**config.mk**
```make
export PLATFORM = sky130hd
export DESIGN_NAME = multicycle_fsm
export DESIGN_NICKNAME = d
export VERILOG_FILES = /design/src/rtl/multicycle_fsm_pkg.sv /design/src/rtl/multicycle_fsm_outdec.sv /design/src/rtl/multicycle_fsm.sv
export SDC_FILE = /design/constraint.sdc
export NUM_CORES = 1
export LEC_CHECK = 0
export ABC_AREA = 1
export BUFFER_PORTS_ARGS = -buffer_cell sky130_fd_sc_hd__buf_4
export CAP_MARGIN = 20
export CORE_UTILIZATION = 40
export DETAILED_ROUTE_END_ITERATION = 10
export PLACE_DENSITY = 0.68
export SLEW_MARGIN = 20
export SYNTH_ARGS = -nofsm -noshare
export SYNTH_HDL_FRONTEND = slang
export SYNTH_HIERARCHICAL = 1
export SYNTH_SLANG_ARGS = --single-unit
```
**constraint.sdc**
```tcl
create_clock -name clk -period 1.1 [get_ports clk]
set_input_delay 0.11 -clock clk [delete_from_list [all_inputs] [get_ports clk]]
set_output_delay 0.11 -clock clk [all_outputs]
set_load 0.01 [all_outputs]
```
**src/rtl/multicycle_fsm_pkg.sv**
```systemverilog
// multicycle_fsm_pkg -- shared definitions for the multicycle control FSM.
//
// Holds the 4-bit state enumeration, the opcode constants, the ALUOp and
// mux-select encodings, the bundled control-output struct and an opcode
// legality helper.
//
// Configuration macro: MULTICYCLE_FSM_JALR_EN. When it is defined, jalr
// (op 1100111) counts as a supported opcode. When it is not defined, jalr is
// treated as illegal.
package multicycle_fsm_pkg;

    typedef enum logic [3:0] {
        S_FETCH    = 4'd0,
        S_DECODE   = 4'd1,
        S_MEMADR   = 4'd2,
        S_MEMREAD  = 4'd3,
        S_MEMWB    = 4'd4,
        S_MEMWRITE = 4'd5,
        S_EXECR    = 4'd6,
        S_EXECI    = 4'd7,
        S_ALUWB    = 4'd8,
        S_JAL      = 4'd9,
        S_BEQ      = 4'd10,
        S_JALR1    = 4'd11,
        S_JALR2    = 4'd12
    } state_t;

    localparam logic [6:0] OP_LOAD  = 7'b0000011;
    localparam logic [6:0] OP_STORE = 7'b0100011;
    localparam logic [6:0] OP_RTYPE = 7'b0110011;
    localparam logic [6:0] OP_ITYPE = 7'b0010011;
    localparam logic [6:0] OP_JAL   = 7'b1101111;
    localparam logic [6:0] OP_BEQ   = 7'b1100011;
    localparam logic [6:0] OP_JALR  = 7'b1100111;

    localparam logic [1:0] ALUOP_ADD   = 2'b00;
    localparam logic [1:0] ALUOP_SUB   = 2'b01;
    localparam logic [1:0] ALUOP_FUNCT = 2'b10;

    localparam logic [1:0] RES_ALUOUT    = 2'b00;
    localparam logic [1:0] RES_DATA      = 2'b01;
    localparam logic [1:0] RES_ALURESULT = 2'b10;

    localparam logic [1:0] SRCA_PC    = 2'b00;
    localparam logic [1:0] SRCA_OLDPC = 2'b01;
    localparam logic [1:0] SRCA_RS1   = 2'b10;

    localparam logic [1:0] SRCB_RS2  = 2'b00;
    localparam logic [1:0] SRCB_IMM  = 2'b01;
    localparam logic [1:0] SRCB_FOUR = 2'b10;

    localparam logic ADR_PC     = 1'b0;
    localparam logic ADR_ALUOUT = 1'b1;

`ifdef MULTICYCLE_FSM_JALR_EN
    localparam bit JALR_ENABLED = 1'b1;
`else
    localparam bit JALR_ENABLED = 1'b0;
`endif

    // Control word for one state. The illegal pulse is not part of this
    // word because it depends on op as well as on the state.
    typedef struct packed {
        logic       branch;
        logic       pcUpdate;
        logic       regWrite;
        logic       memWrite;
        logic       irWrite;
        logic [1:0] resultSrc;
        logic [1:0] aluSrcA;
        logic [1:0] aluSrcB;
        logic       adrSrc;
        logic [1:0] aluOp;
        logic       instrDone;
    } ctrl_t;

    localparam ctrl_t CTRL_IDLE = '0;

    // Returns true for every opcode that DECODE dispatches to an execution
    // sequence. Any other opcode returns to FETCH and raises the illegal flag.
    function automatic logic isLegalOp(input logic [6:0] opcode);
        return (opcode == OP_LOAD)  || (opcode == OP_STORE) ||
               (opcode == OP_RTYPE) || (opcode == OP_ITYPE) ||
               (opcode == OP_JAL)   || (opcode == OP_BEQ)   ||
               (JALR_ENABLED && (opcode == OP_JALR));
    endfunction

endpackage

```
**src/rtl/multicycle_fsm_outdec.sv**
```systemverilog
// multicycle_fsm_outdec -- Moore output decoder for the multicycle control FSM.
//
// Ports:
//   state_i  current FSM state
//   ctrl_o   control word for that state (all fields 0 for unreachable codes)
module multicycle_fsm_outdec
    import multicycle_fsm_pkg::*;
(
    input  state_t state_i,
    output ctrl_t  ctrl_o
);

    // Each state drives only the fields it uses. All other fields keep the
    // idle default of zero.
    always_comb begin
        ctrl_o = CTRL_IDLE;
        case (state_i)
            S_FETCH: begin
                ctrl_o.adrSrc    = ADR_PC;
                ctrl_o.irWrite   = 1'b1;
                ctrl_o.aluSrcA   = SRCA_PC;
                ctrl_o.aluSrcB   = SRCB_FOUR;
                ctrl_o.aluOp     = ALUOP_ADD;
                ctrl_o.resultSrc = RES_ALURESULT;
                ctrl_o.pcUpdate  = 1'b1;
            end
            S_DECODE: begin
                ctrl_o.aluSrcA = SRCA_OLDPC;
                ctrl_o.aluSrcB = SRCB_IMM;
                ctrl_o.aluOp   = ALUOP_ADD;
            end
            S_MEMADR: begin
                ctrl_o.aluSrcA = SRCA_RS1;
                ctrl_o.aluSrcB = SRCB_IMM;
                ctrl_o.aluOp   = ALUOP_ADD;
            end
            S_MEMREAD: begin
                ctrl_o.resultSrc = RES_ALUOUT;
                ctrl_o.adrSrc    = ADR_ALUOUT;
            end
            S_MEMWB: begin
                ctrl_o.resultSrc = RES_DATA;
                ctrl_o.regWrite  = 1'b1;
                ctrl_o.instrDone = 1'b1;
            end
            S_MEMWRITE: begin
                ctrl_o.resultSrc = RES_ALUOUT;
                ctrl_o.adrSrc    = ADR_ALUOUT;
                ctrl_o.memWrite  = 1'b1;
                ctrl_o.instrDone = 1'b1;
            end
            S_EXECR: begin
                ctrl_o.aluSrcA = SRCA_RS1;
                ctrl_o.aluSrcB = SRCB_RS2;
                ctrl_o.aluOp   = ALUOP_FUNCT;
            end
            S_EXECI: begin
                ctrl_o.aluSrcA = SRCA_RS1;
                ctrl_o.aluSrcB = SRCB_IMM;
                ctrl_o.aluOp   = ALUOP_FUNCT;
            end
            S_ALUWB: begin
                ctrl_o.resultSrc = RES_ALUOUT;
                ctrl_o.regWrite  = 1'b1;
                ctrl_o.instrDone = 1'b1;
            end
            S_JAL: begin
                ctrl_o.aluSrcA   = SRCA_OLDPC;
                ctrl_o.aluSrcB   = SRCB_FOUR;
                ctrl_o.aluOp     = ALUOP_ADD;
                ctrl_o.resultSrc = RES_ALUOUT;
                ctrl_o.pcUpdate  = 1'b1;
            end
            S_BEQ: begin
                ctrl_o.aluSrcA   = SRCA_RS1;
                ctrl_o.aluSrcB   = SRCB_RS2;
                ctrl_o.aluOp     = ALUOP_SUB;
                ctrl_o.resultSrc = RES_ALUOUT;
                ctrl_o.branch    = 1'b1;
                ctrl_o.instrDone = 1'b1;
            end
            S_JALR1: begin
                ctrl_o.aluSrcA = SRCA_RS1;
                ctrl_o.aluSrcB = SRCB_IMM;
                ctrl_o.aluOp   = ALUOP_ADD;
            end
            S_JALR2: begin
                ctrl_o.resultSrc = RES_ALUOUT;
                ctrl_o.pcUpdate  = 1'b1;
                ctrl_o.aluSrcA   = SRCA_OLDPC;
                ctrl_o.aluSrcB   = SRCB_FOUR;
                ctrl_o.aluOp     = ALUOP_ADD;
            end
            default: ctrl_o = CTRL_IDLE;
        endcase
    end

endmodule

```
**src/rtl/multicycle_fsm.sv**
```systemverilog
// multicycle_fsm -- Moore control FSM for a multicycle RISC-V style datapath.
//
// Ports:
//   clk         clock; the state register updates on the rising edge
//   reset       synchronous, active-high reset; forces FETCH and holds every
//               output at 0 while it is high
//   op[6:0]     opcode field of the instruction register
//   Branch      branch-qualify strobe
//   PCUpdate    unconditional PC write enable
//   RegWrite    register file write enable
//   MemWrite    data memory write enable
//   IRWrite     instruction register / OldPC load enable
//   ResultSrc   result mux select
//   ALUSrcA     ALU A mux select
//   ALUSrcB     ALU B mux select
//   AdrSrc      memory address select
//   ALUOp       ALU decoder control
//   instr_done  pulse in the final state of each instruction
//   illegal     pulse in DECODE when op is not supported
//
// Configuration macro: MULTICYCLE_FSM_JALR_EN. When it is defined, jalr is
// executed through JALR1 and JALR2.
module multicycle_fsm
    import multicycle_fsm_pkg::*;
(
    input  logic       clk,
    input  logic       reset,
    input  logic [6:0] op,
    output logic       Branch,
    output logic       PCUpdate,
    output logic       RegWrite,
    output logic       MemWrite,
    output logic       IRWrite,
    output logic [1:0] ResultSrc,
    output logic [1:0] ALUSrcA,
    output logic [1:0] ALUSrcB,
    output logic       AdrSrc,
    output logic [1:0] ALUOp,
    output logic       instr_done,
    output logic       illegal
);

    state_t state_q;
    state_t state_d;
    ctrl_t  decCtrl;
    ctrl_t  outCtrl;
    logic   illegalRaw;

    // Next-state logic. Only DECODE and MEMADR look at op. Any unused state
    // code falls back to FETCH.
    always_comb begin
        state_d = S_FETCH;
        case (state_q)
            S_FETCH:  state_d = S_DECODE;
            S_DECODE: begin
                case (op)
                    OP_LOAD, OP_STORE: state_d = S_MEMADR;
                    OP_RTYPE:          state_d = S_EXECR;
                    OP_ITYPE:          state_d = S_EXECI;
                    OP_JAL:            state_d = S_JAL;
                    OP_BEQ:            state_d = S_BEQ;
`ifdef MULTICYCLE_FSM_JALR_EN
                    OP_JALR:           state_d = S_JALR1;
`endif
                    default:           state_d = S_FETCH;
                endcase
            end
            S_MEMADR:   state_d = (op == OP_LOAD) ? S_MEMREAD : S_MEMWRITE;
            S_MEMREAD:  state_d = S_MEMWB;
            S_MEMWB:    state_d = S_FETCH;
            S_MEMWRITE: state_d = S_FETCH;
            S_EXECR:    state_d = S_ALUWB;
            S_EXECI:    state_d = S_ALUWB;
            S_ALUWB:    state_d = S_FETCH;
            S_JAL:      state_d = S_ALUWB;
            S_BEQ:      state_d = S_FETCH;
            S_JALR1:    state_d = S_JALR2;
            S_JALR2:    state_d = S_ALUWB;
            default:    state_d = S_FETCH;
        endcase
    end

    // State register. Reset abandons any instruction in progress and
    // restarts at FETCH.
    always_ff @(posedge clk) begin
        if (reset) begin
            state_q <= S_FETCH;
        end else begin
            state_q <= state_d;
        end
    end

    multicycle_fsm_outdec u_outdec (
        .state_i (state_q),
        .ctrl_o  (decCtrl)
    );

    // Outputs are forced to zero while reset is high. The state register is
    // already FETCH during reset, so without this gate the FETCH write
    // enables would appear before reset is released.
    always_comb begin
        outCtrl    = reset ? CTRL_IDLE : decCtrl;
        illegalRaw = (state_q == S_DECODE) && !isLegalOp(op);
    end

    assign Branch     = outCtrl.branch;
    assign PCUpdate   = outCtrl.pcUpdate;
    assign RegWrite   = outCtrl.regWrite;
    assign MemWrite   = outCtrl.memWrite;
    assign IRWrite    = outCtrl.irWrite;
    assign ResultSrc  = outCtrl.resultSrc;
    assign ALUSrcA    = outCtrl.aluSrcA;
    assign ALUSrcB    = outCtrl.aluSrcB;
    assign AdrSrc     = outCtrl.adrSrc;
    assign ALUOp      = outCtrl.aluOp;
    assign instr_done = outCtrl.instrDone;
    assign illegal    = illegalRaw && !reset;

endmodule

```
[Word level (Yosys, flattened, before mapping)]
Cells that the tools add are included.
Widths: inputs -> output; s select.
Storage, ports and cells
  input port bits: 9
  flip-flop bits (word level): 4
  logic and storage cells: 53
Cells by class
  muxes and demuxes: 14
  reduce and logical (&&, ||, !) cells: 20
  eq/ne operators: 18
Operator list (number)
  $pmux 4 s5: 2
  $pmux 4 s6: 1
  $eq 4x4->1 const B: 5
  $eq 4x3->1 const B: 4
  $mux 15: 1
  $eq 7x6->1 const B: 2
  $eq 7x7->1 const B: 2
  $reduce_or 2->1: 6
  $eq 4x2->1 const B: 2
  $pmux 2 s2: 2
  $reduce_or 4->1: 2
  $eq 7x2->1 const B: 1
  $eq 7x5->1 const B: 1
  $mux 1: 7
  $reduce_or 3->1: 2
  $logic_or 1x1->1: 5
  $eq 4x1->1 const B: 1
  $logic_not 4->1: 1
  $mux 3: 1
  $logic_and 1x1->1: 2
  $logic_not 1->1: 2

[Depth between registers and ports, before layout]
  word-level depth: 9
  gate-level depth with buffers: 8
  depth with buffers taken out: 8

[By module]
The synthesis kept the hierarchy.
Modules (own cells, without submodules)
  multicycle_fsm: cells an instance 89, sequential area each 80.1 µm², instances 1, area each 451.7 µm²
  multicycle_fsm_outdec: cells an instance 40, sequential area each 0.0 µm², instances 1, area each 167.7 µm²

[Least setup slack after synthesis]
No wires, ideal clock.
  kind: flip-flop to output port
  from: register state_q[1]
  to: output IRWrite
  stages on the path, launching flop included: 7
  data required time: 0.990 ns
  arrival: 1.022 ns
  path buffers: 1
  path slack: -0.032 ns
  path through: dfxtp_1 -> nor2_1 -> inv_1 -> nor2_1 -> buf_4 -> inv_1 -> nor2_1
RTL lines
  from (decl): line multicycle_fsm.sv:43  | state_t state_q;
  from (signal assigned): line multicycle_fsm.sv:89  | state_q <= state_d;
  to (decl): line multicycle_fsm.sv:33  | output logic IRWrite,

==> flow_summary.toml <==
[outcome]
result_of_the_run = "finished, violations left"
failed_checks = "setup timing"

[finish]
layoutNonFillerInstCount = 176
insertedDiodeCount = 0
reg.largest.list = "state_q (4)"
largest_register_ffs = 4
most_common_library_cell_in_the_layout_ignoring_fill_and_taps = "sky130_fd_sc_hd__buf_4"
post-route-util_pct = 74.8
layout.filler_cells = 124
regMostFlops = "state_q"
most-common-layout-cells = "sky130_fd_sc_hd__buf_4, sky130_fd_sc_hd__inv_1, sky130_fd_sc_hd__nand2_1"
layout.nets = 172
flow.area_growth_from_synthesis_pct = 65.1
post_route_cells_drive_above_1_share_pct = 49.1
design_area_um2 = 1020

[place]
gp_routability_congestion = 0.791
instance_count_after_placement_with_tap_cells_included = 170
dp.final_hpwl_um = 1180
placement.cell_area_um2 = 841
numPortBuffers = 24

[die]
initial_core_util_pct = 45.3
die_width_um = 41.4
design.core.area_um2 = 1370
die_area_um2 = 1710
die_height_um = 41.4
num_io_pins = 25
rows = 13

[synthesis]
synth.ff_latch_count = 4
netlist-cell-type-count = 18
synthDominantCellAreaShare_pct = 20.6
synth.net_count = 138
synth.area.top_cells = "sky130_fd_sc_hd__inv_1, sky130_fd_sc_hd__nand2_1, sky130_fd_sc_hd__nor2_1"
seq_area_frac_synth_pct = 12.9
synth-async-reset-ratio_pct = 0
synth_enable_flop_cells = 0
synth_area_leader_cell = "sky130_fd_sc_hd__inv_1"
netlist_area_um2 = 619
synth.yosys.warnings = 6
post_synth.cell_area_avg_um2 = 4.80
syn_inst = 129
synth_top_flop_cell = "sky130_fd_sc_hd__dfxtp_1"

[clock_network]
clock_tree.root_cell = "sky130_fd_sc_hd__clkbuf_4"
tritoncts = "yes"
cts.clk_slew.worst_paths_ns = 0.04
cts_inserted_buffers = 3
tritoncts_num_sinks = 4
holdBufCountCts = 0
cts_htree_levels = 1
ctsLongestPathBuffers = 2
worst_skew_pair.late_latency_ns = 0.23

[sta]
timing.max_slew.rel_slack_pct = 86.4
worst_pin_slew_ns = 0.204
max_freq_ghz = 0.743
min_period_over_period_pct = 122
rsz0062_at_grt = "yes"
worst_slack_ns = -0.246
slew_viol_final = 0
finalSetupViolCount = 18
finalSetupTns_ns = -3.57
layout_min_cycle_time_ns = 1.35
final_hold_viol_count = 0
worst_clock_skew_ns = 0.0000565

[route]
route.detailed.vias_per_inst = 4.66
post-route-drc-count = 0
detail-route-antenna-nets = 0
dr.pass1.iters = 4
finalWirelength_um = 1620
drt-initial-drc-count = 7
routedWlPerCell_um = 9.23
route.vias.total = 821

[critical_path]
ff2ff_path_depth = 5
r2r-end = "state_q[1]$_SDFF_PP0_"
timing.critical_path.fanout_max = 6
cp-end-kind = "output pin"
rr_startpoint = "state_q[0]$_SDFF_PP0_"
setup.worst_path.start_class = "flip-flop"
data_arrival_time_at_the_worst_slack_endpoint_ns = 1.24
timing.setup.critical_path_class = "flip-flop to output pin"
setup.reg_to_reg.worst_slack_ns = -0.04
cp-startpoint = "state_q[3]$_SDFF_PP0_"
critical_path.endpoint = "AdrSrc"
cp.required_ns = 0.99

[global_route]
pin_count_of_the_biggest_net_entering_global_routing = 20
number_of_global_route_vias_before_repair = 610
number_of_antenna_violations_at_the_first_check_in_global_routing = 0
grt_usage_pct = 19.9
grt_pass1_wl_um = 2320
grt_overflow = 0

[power]
worst_ir_drop_vdd_uv = 631
finalPower_mw = 0.533
static-leakage-power_nw = 0.577
power_density_of_the_placed_cells_nw_per_um2 = 522

[run]
max_cap_violations = 0

[worst_hold_path]
worst_hold_path_type = "input port to flip-flop"
-- critical path, stage by stage, from the launching register on --
cell and delay [ns]:
sky130_fd_sc_hd__dfxtp_4 0.36, sky130_fd_sc_hd__buf_6 0.12, sky130_fd_sc_hd__nor2_4 0.12, sky130_fd_sc_hd__nand2_2 0.09
sky130_fd_sc_hd__o21ai_2 0.07, sky130_fd_sc_hd__inv_1 0.05, sky130_fd_sc_hd__nor2_1 0.08, sky130_fd_sc_hd__buf_4 0.12
-- Yosys cell counts, types with 2 or more instances --
cell	instances
sky130_fd_sc_hd__a21oi_1	2
sky130_fd_sc_hd__buf_2	2
sky130_fd_sc_hd__dfxtp_1	4
sky130_fd_sc_hd__inv_1	34
sky130_fd_sc_hd__inv_2	2
sky130_fd_sc_hd__nand2_1	31
sky130_fd_sc_hd__nand3_1	13
sky130_fd_sc_hd__nand3b_1	2
sky130_fd_sc_hd__nor2_1	29
sky130_fd_sc_hd__nor2_4	2
-- routing by layer --
metal | vias to the layer above | track usage (%) | routed length, um
met4 | 0 | 2.42 | 0
met1 | 360 | 22.1 | 654
met3 | 0 | 1.60 | 52
li1 | 439 | - | -
met5 | - | 0 | 0
met2 | 22 | 41.0 | 918
-- logic make-up (layout without fill, tap and decap cells) --
| logic type | after synthesis | after routing | share of synthesized area [%] |
|---|---|---|---|
| compound gates | 5 | 5 | 5.25 |
| simple gates | 80 | 80 | 55.8 |
| flops | 4 | 4 | 12.9 |
| buf+inv | 39 | 71 | 24.6 |
| xor+xnor | 1 | 1 | 1.41 |
-- timing repair --
action,in CTS,in global routing
setup endpoints to repair,16,20
buffers inserted,2,1
pin swaps,18,17
resized for setup,36,18
-- through the flow --
step           setup slack (ns)  hold slack, ns
2_1_floorplan           0.00550           0.320
3_3_place_gp             -0.109           0.429
3_5_place_dp             -0.158           0.431
4_1_cts                  -0.235           0.182
5_1_grt                  -0.322           0.205
6_report                 -0.246           0.191
-- cell type report --
class / count / area [um^2] / share of cell area [%]
clock buffers: 3 / 22.5 / 2.20
well taps: 15 / 18.8 / 1.84
multi-input cells: 86 / 490 / 48.0
repair buffers: 32 / 255 / 25.0
flip-flops and latches: 4 / 95.1 / 9.30
inverters: 36 / 140 / 13.7
-- report_power, final --
part,internal (mW),total [mW],switching [mW]
clock,0.122,0.175,0.0530
combinational,0.100,0.207,0.106
sequential,0.142,0.152,0.0100
-- worst min-delay path by stage --
stage               start               endpoint  slack (ns)  cells after the start
floorplan           op[6]  state_q[1]$_SDFF_PP0_        0.32                      3
global placement    reset  state_q[1]$_SDFF_PP0_        0.43                      2
detailed placement  reset  state_q[1]$_SDFF_PP0_        0.43                      2
CTS                 reset  state_q[1]$_SDFF_PP0_        0.18                      2
global route        reset  state_q[1]$_SDFF_PP0_        0.21                      2
finish              reset  state_q[1]$_SDFF_PP0_        0.19                      2
Note: power is estimated with default switching activity, not from simulation.
